### src/rtl/calendar_date.sv
// Month/day/day-of-year calendar counter with a validated load path.
// A legal load spends one CALC cycle rebuilding day-of-year from the month table.
module calendar_date #(
    parameter int RESET_MONTH = 1,
    parameter int RESET_DAY   = 1,
    parameter int DOY_W       = 9
) (
    input  logic             clk,
    input  logic             reset_n,
    input  logic             tick,
    input  logic             leap,
    input  logic             load_valid,
    input  logic [3:0]       load_month,
    input  logic [4:0]       load_day,
    output logic             load_ready,
    output logic             load_err,
    output logic [3:0]       month,
    output logic [4:0]       day,
    output logic [DOY_W-1:0] doy,
    output logic [7:0]       month_bcd,
    output logic [7:0]       day_bcd,
    output logic             year_wrap
);

    typedef enum logic [0:0] {
        IDLE,
        CALC
    } state_t;

    state_t state;
    logic   pending;

    function automatic logic [4:0] month_len(input logic [3:0] m, input logic lp);
        case (m)
            4'd4, 4'd6, 4'd9, 4'd11: month_len = 5'd30;
            4'd2:                    month_len = lp ? 5'd29 : 5'd28;
            default:                 month_len = 5'd31;
        endcase
    endfunction

    // Days in all months before m; February's extra day only counts once past it.
    function automatic logic [8:0] cum_days(input logic [3:0] m, input logic lp);
        logic [8:0] base;
        case (m)
            4'd2:    base = 9'd31;
            4'd3:    base = 9'd59;
            4'd4:    base = 9'd90;
            4'd5:    base = 9'd120;
            4'd6:    base = 9'd151;
            4'd7:    base = 9'd181;
            4'd8:    base = 9'd212;
            4'd9:    base = 9'd243;
            4'd10:   base = 9'd273;
            4'd11:   base = 9'd304;
            4'd12:   base = 9'd334;
            default: base = 9'd0;
        endcase
        cum_days = (lp && (m > 4'd2)) ? base + 9'd1 : base;
    endfunction

    function automatic logic [7:0] to_bcd(input logic [4:0] v);
        if (v >= 5'd30) begin
            to_bcd = {4'd3, 4'(v - 5'd30)};
        end else if (v >= 5'd20) begin
            to_bcd = {4'd2, 4'(v - 5'd20)};
        end else if (v >= 5'd10) begin
            to_bcd = {4'd1, 4'(v - 5'd10)};
        end else begin
            to_bcd = {4'd0, v[3:0]};
        end
    endfunction

    logic [4:0]       cur_len;
    logic             month_end;
    logic             wrap;
    logic [3:0]       next_month;
    logic [4:0]       next_day;
    logic [DOY_W-1:0] next_doy;
    logic             load_legal;
    logic [DOY_W-1:0] calc_doy;

    // An out-of-range day (e.g. Feb 29 after leap drops) is treated as month end.
    always_comb begin
        cur_len   = month_len(month, leap);
        month_end = (day >= cur_len);
        wrap      = month_end && (month == 4'd12);
        next_day  = month_end ? 5'd1 : day + 5'd1;
        if (!month_end) begin
            next_month = month;
        end else if (wrap) begin
            next_month = 4'd1;
        end else begin
            next_month = month + 4'd1;
        end
        if (wrap) begin
            next_doy = DOY_W'(1);
        end else if (doy < DOY_W'(366)) begin
            next_doy = doy + DOY_W'(1);
        end else begin
            next_doy = doy;
        end
        load_legal = (load_month >= 4'd1) && (load_month <= 4'd12) &&
                     (load_day >= 5'd1) && (load_day <= month_len(load_month, leap));
        calc_doy   = DOY_W'(cum_days(month, leap)) + DOY_W'(day);
    end

    always_ff @(posedge clk or negedge reset_n) begin
        if (!reset_n) begin
            state      <= IDLE;
            pending    <= 1'b0;
            load_ready <= 1'b1;
            load_err   <= 1'b0;
            year_wrap  <= 1'b0;
            month      <= 4'(RESET_MONTH);
            day        <= 5'(RESET_DAY);
            doy        <= DOY_W'(cum_days(4'(RESET_MONTH), 1'b0)) + DOY_W'(RESET_DAY);
            month_bcd  <= to_bcd(5'(RESET_MONTH));
            day_bcd    <= to_bcd(5'(RESET_DAY));
        end else begin
            load_err  <= 1'b0;
            year_wrap <= 1'b0;
            case (state)
                IDLE: begin
                    if (load_valid) begin
                        // A load always beats a tick; a legal one drops any pending tick too.
                        if (load_legal) begin
                            month      <= load_month;
                            day        <= load_day;
                            month_bcd  <= to_bcd({1'b0, load_month});
                            day_bcd    <= to_bcd(load_day);
                            pending    <= 1'b0;
                            state      <= CALC;
                            load_ready <= 1'b0;
                        end else begin
                            load_err <= 1'b1;
                        end
                    end else if (tick || pending) begin
                        month     <= next_month;
                        day       <= next_day;
                        doy       <= next_doy;
                        month_bcd <= to_bcd({1'b0, next_month});
                        day_bcd   <= to_bcd(next_day);
                        year_wrap <= wrap;
                        pending   <= 1'b0;
                    end
                end
                CALC: begin
                    doy        <= calc_doy;
                    state      <= IDLE;
                    load_ready <= 1'b1;
                    if (tick) begin
                        pending <= 1'b1;
                    end
                end
                default: begin
                    state      <= IDLE;
                    load_ready <= 1'b1;
                end
            endcase
        end
    end

endmodule
### config.mk
export PLATFORM = sky130hd
export DESIGN_NAME = calendar_date
export DESIGN_NICKNAME = d
export VERILOG_FILES = /design/src/rtl/calendar_date.sv
export SDC_FILE = /design/constraint.sdc
export NUM_CORES = 1
export LEC_CHECK = 0
export BUFFER_PORTS_ARGS = -buffer_cell sky130_fd_sc_hd__buf_2
export CAP_MARGIN = 20
export CORE_AREA = 2 2 64 111
export CTS_CLUSTER_SIZE = 16
export DETAILED_ROUTE_END_ITERATION = 10
export DIE_AREA = 0 0 66 113
export PLACE_DENSITY_LB_ADDON = 0.25
export RECOVER_POWER = 50
export SYNTH_ARGS = -nofsm -noshare
export SYNTH_HDL_FRONTEND = slang
export SYNTH_SLANG_ARGS = --single-unit
### constraint.sdc
create_clock -name clk -period 3.3 [get_ports clk]
set_input_delay 0.33 -clock clk [delete_from_list [all_inputs] [get_ports clk]]
set_output_delay 0.33 -clock clk [all_outputs]
set_load 0.02 [all_outputs]
# Word level (Yosys, flattened, before mapping)
# Memories as Yosys holds them, arrays and structs flattened.
# Index checks and enable logic that the tools add are counted.
[word_totals] register_bits=39 latchBits=0 ram_bits=0 mem_bits_ro=144 in_bits=14 output_inout_bits=37 elab_cells=133 n_memories=1
[mem_list] memory="(name not given)" words=16 word_bits=9 read_ports=1 rd_ports_with_merged_regs=0 wr=0 line="44" rtl="case (m)"
[classes] addsub=17 mul=0 div=0 magnitude_cmp=19 n_eq_ne=20 shifts=0 muxes=52 bitwise_logic=1 n_reduce_logical=13
[ops] cell="two-way mux 6 bit" count=8
[ops] cell="two-way mux 8 bit" count=6
[ops] cell="two-way mux 9 bit" count=5
[ops] cell="two-way mux 5 bit" count=8
[ops] cell="subtractor 4 bit, second input constant" count=8
[ops] cell="equality test 4 bit, second input constant" count=5
[ops] cell="greater-or-equal comparator 4 x 5 -> 1 bit, second input constant" count=4
[ops] cell="greater-or-equal comparator 5 bit, second input constant" count=4
[ops] cell="two-way mux 4 bit" count=5
[ops] cell="adder 9 x 1 -> 9 bit, second input constant" count=2
[ops] cell="case mux 9 bit (2 select lines)" count=1
[ops] cell="equality test 4 x 3 -> 1 bit, second input constant" count=4
[ops] cell="subtractor 4 x 3 -> 4 bit, second input constant" count=4
[ops] cell="two-way mux 1 bit" count=14
[ops] cell="greater-or-equal comparator 5 x 4 -> 1 bit, second input constant" count=2
[ops] cell="!= test 2 bit, second input constant" count=5
[ops] cell="adder 9 x 5 -> 9 bit" count=1
[ops] cell="< comparator 9 bit, second input constant" count=1
[ops] cell="!= test 3 bit, second input constant" count=3
[ops] cell="AND reduction 3 bit" count=3
[ops] cell="equality test 4 x 2 -> 1 bit, second input constant" count=2
[ops] cell="greater-or-equal comparator 4 bit, second input constant" count=2
[ops] cell="case mux 2 bit (2 select lines)" count=2
[ops] cell="OR reduction 4 bit" count=2
[ops] cell="15 further kinds" count=21

# Longest topological paths before layout
[depth] ltp_word=13 depth_mapped=19 ltp_nobuf=19

# Worst setup path after synthesis
# No wires, ideal clock.
[synth_path] path_kind="reg-to-reg" from="reg month[1]" to="reg day_bcd[1]" setup_ns=0.127 arrival_time_ns=3.488 required_time_ns=3.173 path_slack_ns=-0.316 stages_incl_launch_ff=18 path_buffers=0 period_less_slack_ns=3.616 cell_sequence="dfrtp_1 inv_1 ha_1 nand2_1 nand2_1 o21ai_0 ha_1 nand2b_1 a21o_1 nand2_1 nand2_1 ha_1 or3_1 o21ai_0 o31ai_2 xnor2_1 a221oi_1 nor2_1"
[synth_between] elab_chain_len=11
[synth_rtl] item="start: declaration" line="17" rtl="output logic [3:0] month,"
[synth_rtl] item="start signal: assignment" line="114" rtl="month <= 4'(RESET_MONTH);"
[synth_rtl] item="start signal: assignment" line="127" rtl="month <= load_month;"
[synth_rtl] item="start signal: assignment" line="138" rtl="month <= next_month;"
[synth_rtl] item="equality test 4 x 3 -> 1 bit or equality test 4 bit (tied branches)" line="34" rtl="case (m)"
[synth_rtl] item="OR reduction 4 bit" line="34"
[synth_rtl] item="case mux 2 bit (2 select lines) *" line="34"
[synth_rtl] item="greater-or-equal comparator 5 bit *" line="85" rtl="month_end = (day >= cur_len);"
[synth_rtl] item="two-way mux 5 bit *" line="87" rtl="next_day = month_end ? 5'd1 : day + 5'd1;"
[synth_rtl] item="subtractor 4 bit or greater-or-equal comparator 5 x 4 -> 1 bit (tied branches)" line="67, 66"
[synth_rtl] item="two-way mux 5 bit" line="66" rtl="end else if (v >= 5'd10) begin"
[synth_rtl] item="two-way mux 6 bit" line="64" rtl="end else if (v >= 5'd20) begin"
[synth_rtl] item="two-way mux 6 bit *" line="62" rtl="if (v >= 5'd30) begin"
[synth_rtl] item="two-way mux 8 bit *" line="137" rtl="end else if (tick || pending) begin"
[synth_rtl] item="two-way mux 8 bit *" line="124" rtl="if (load_valid) begin"
[synth_rtl] item="end signal: assignment" line="118" rtl="day_bcd <= to_bcd(5'(RESET_DAY));"
[synth_rtl] item="end signal: assignment" line="130" rtl="day_bcd <= to_bcd(load_day);"
[synth_rtl] item="end signal: assignment" line="142" rtl="day_bcd <= to_bcd(next_day);"
[synth_rtl] item="end: declaration" line="21" rtl="output logic [7:0] day_bcd,"
# Mark *: on every way between the ends. The rest lies on a longest branch, timed or not. The select of a mux whose other input is x is not followed.
# A chain may end at the register's enable or synchronous reset.

# Worst setup path after layout
[layout_path] from="reg month[0]" to="reg day_bcd[2]"
# Same word-level chain as after synthesis.

==> impl_metrics.csv <==
group,metric,value,unit
worst_setup_path,cp-end-kind,"flip-flop",
final_layout,n_fill_cell,530,
timing,relSlewSlack,-18.8,%
yosys,synth_top_area_cell,"dfrtp_1",
global_routing,grt_overflow,0,
final_layout,syn2layout_area_growth,37.8,%
place,place.gp.congestion,0.938,
run_status,violations,"max-capacitance violations, max-slew violations, negative setup slack",
worst_setup_path,crit_chain,"inv_6, ha_4, nand2_4, nand2_2, o21ai_2, ha_1, nand2b_4, a21o_1, buf_6, nand2_8, nand2_8, buf_6, ha_4, o22ai_4, nor3_4, mux2_4, a21oi_2, a21oi_2, o221a_2",
final_layout,multi_input_area,2710,µm²
timing,finalClockSkew,0.00436,ns
worst_setup_path,cp_top_family,"compound AO/OA/AOI/OAI gates",
yosys,yosysSeqAreaShare,23.8,%
place,post-dp-hpwl,7450,µm
route,drcViolationCount,0,
timing,tightest_slew,1.78,ns
final_layout,ff_latch_area,811,µm²
global_routing,met2_usage,53.6,%
yosys,yosys_warnings,0,
worst_setup_path,crit_path_top_delay_cell,"dfstp_4",
timing,period_share,106,%
global_routing,grt_pass1_wl,16800,µm
timing,min_period,3.49,ns
route,post_drt_via_cell_ratio,5.95,
yosys,async_reset_ff_share,100,%
worst_setup_path,cpPeakStageDelay,0.68,ns
yosys,postSynth.topFlopCell,"dfrtp_1",
timing,rsz0062_at_grt,"true",
global_routing,antenna_found_initial,0,
floorplanning,die_h,113,µm
route,antenna_left,0,
worst_hold_path,hold_path_class,"in -> reg",
yosys,syn_area,3390,µm²
timing,layout_setup_ws,-0.188,ns
worst_setup_path,worst-path-buf-inv,3,
clocking,clk_path_buf_depth,2,
power_and_ir_drop,ir_drop,0.425,mV
global_routing,grt_usage,28.9,%
yosys,synth_area_leaders,"dfrtp_1, ha_1, a21oi_1",
clocking,clock_latency,0.28,ns
run_status,status,"complete, but fails checks",
worst_setup_path,regToRegSetupSlack,-0.19,ns
final_layout,final_common_cell,"buf_4",
route,vias,3588,
yosys,synthCells,418,
route,first_iter_violations,146,
power_and_ir_drop,p_leak,2.14,nW
floorplanning,die_w,66,µm
clocking,cts-root-buf,"clkbuf_16",
clocking,cts_buffers,5,
floorplanning,rows,39,
global_routing,met3_usage,4.47,%
floorplanning,die_area,7460,µm²
final_layout,antenna_cells,0,
timing,final_max_slew_viol_count,33,
final_layout,drive_gt1_share,36.7,%
yosys,synth-seq-cells,32,
route,wire_per_inst,17.6,µm
global_routing,gr-usage-met1,30.3,%
floorplanning,start_util,51.9,%
final_layout,layout_common_cells,"buf_4, nor2_1, buf_2",
global_routing,top_usage_layer,"met2",
worst_setup_path,worst_ep_arrival_time,3.66,ns
worst_setup_path,start_kind,"flip-flop",
final_layout,fin_util,71.5,%
worst_setup_path,worstPathMaxFanout,5,
timing,max_clock_freq,287,MHz
yosys,yosysTopAreaCellShare,20.7,%
yosys,syn_avg_cell_area,8.11,µm²
clocking,clk_pin_slew,0.06,ns
power_and_ir_drop,power,0.00459,W
worst_setup_path,required,3.47,ns
power_and_ir_drop,power_density,981,nW/µm²
yosys,synth_cell_types,73,
route,wirelength,10600,µm
timing,fin_hold_ws,0.296,ns
clocking,cts.sinks,32,
timing,hold_viol,0,
clocking,hold_buffers,0,
run,cap_violations,1,
place,io_buffer_count,45,
route,drt_first_pass_iters,4,
clocking,htreeDepth,2,
global_routing,grt_max_degree,33,
final_layout,nNetsFinal,570,
floorplanning,ios,51,
floorplanning,fp.coreArea,6540,µm²
timing,setup_violations,12,
yosys,synth-edff-count,0,
clocking,tritoncts,"done",
global_routing,grt_pass1_vias,3564,
worst_setup_path,critPathKind,"reg -> reg",
-- sequential cells by signal, summed over array words and instances (netlist names) --
name	cells
day_bcd	5
load_err	1
day	5
pending	1
state	1
month_bcd	4
doy	9
month	4
load_ready	1
year_wrap	1
-- metrics by stage --
step / TNS, ns / instances / setup slack (ns) / cell area (µm²)
2_1_floorplan: -0.0362 / 422 / -0.0156 / 3510
3_3_place_gp: -0.452 / 576 / -0.118 / 4080
3_5_place_dp: -0.979 / 576 / -0.162 / 4080
4_1_cts: -0.538 / 595 / -0.130 / 4540
5_1_grt: -2.44 / 603 / -0.269 / 4670
6_report: -1.12 / 603 / -0.188 / 4670
-- timing repair --
item                                    in CTS  in global routing
gates resized for setup                     42                 17
pin swaps                                   37                 38
endpoints found under the setup margin      12                 15
setup buffers                               12                  8
-- power by group --
group          internal [W]  switching, W
Combinational       0.00153       0.00172
Sequential         0.000554      0.000198
Clock              0.000398      0.000187
Total               0.00248       0.00210
-- synthesized netlist by cell type (3+ instances only) --
cell type and count:
xor2_1 9, buf_2 5, nor2_1 40, and3_1 7
o21ai_0 23, nand2b_1 6, o31ai_1 4, dfstp_2 4
nor3b_1 5, dfrtp_1 28, a211oi_1 6, nor3_1 8
clkbuf_1 5, ha_1 35, a21o_1 4, a31oi_1 9
o211ai_1 4, nand2_1 41, o311ai_0 3, a21oi_1 32
mux2i_1 9, nand3_1 10, or3_1 4, mux2_2 5
xnor2_1 8, o22ai_1 5, inv_1 24, nor2b_1 7
buf_4 11
-- final cells by class --
cell class | instances | area share [%]
Clock buffer | 7 | 3.27
Clock inverter | 1 | 0.643
Inverter | 25 | 2.22
Multi-Input combinational cell | 341 | 58.0
Sequential cell | 32 | 17.3
Tap cell | 82 | 2.20
Timing Repair Buffer | 115 | 16.3
-- cells by family after synthesis --
kind of cell             share of synthesized area (%)
AND/OR/NAND/NOR                                   22.2
AO/OA/AOI/OAI                                     23.2
buffers and inverters                             7.27
adder cells (fa/ha/maj)                           13.5
flip-flops                                        23.8
XOR/XNOR                                          4.87
multiplexers                                      5.09
other                                            0.111
-- worst register-to-register path, stage by stage (launching register included) --
cell      delay [ns]
dfstp_4         0.68
inv_6           0.06
ha_4            0.18
nand2_4         0.06
nand2_2         0.05
o21ai_2         0.16
ha_1            0.25
nand2b_4        0.14
a21o_1          0.18
buf_6           0.14
nand2_8         0.09
nand2_8         0.08
buf_6           0.13
ha_4            0.15
o22ai_4         0.21
nor3_4          0.07
mux2_4          0.31
a21oi_2         0.13
a21oi_2         0.06
o221a_2         0.24
-- layer usage --
layer	wire, µm	vias to the layer above	share of wire [%]
met5	0	-	0
met4	495	0	4.7
met3	423	42	4.0
met2	5920	119	56
met1	3770	1728	36
li1	-	1699	-
-- worst paths after layout --
path / startpoint / to / cells after the start
min in group asynchronous: reset_n / doy[2] / 1
max reg2reg: month[0] / day_bcd[2] / 19
max in group asynchronous: reset_n / month[1] / 1
min reg2reg: day_bcd[4] / day_bcd[4] / 2
max: month[0] / day_bcd[2] / 19
min: tick / pending / 3
(Power assumes the default switching activity.)
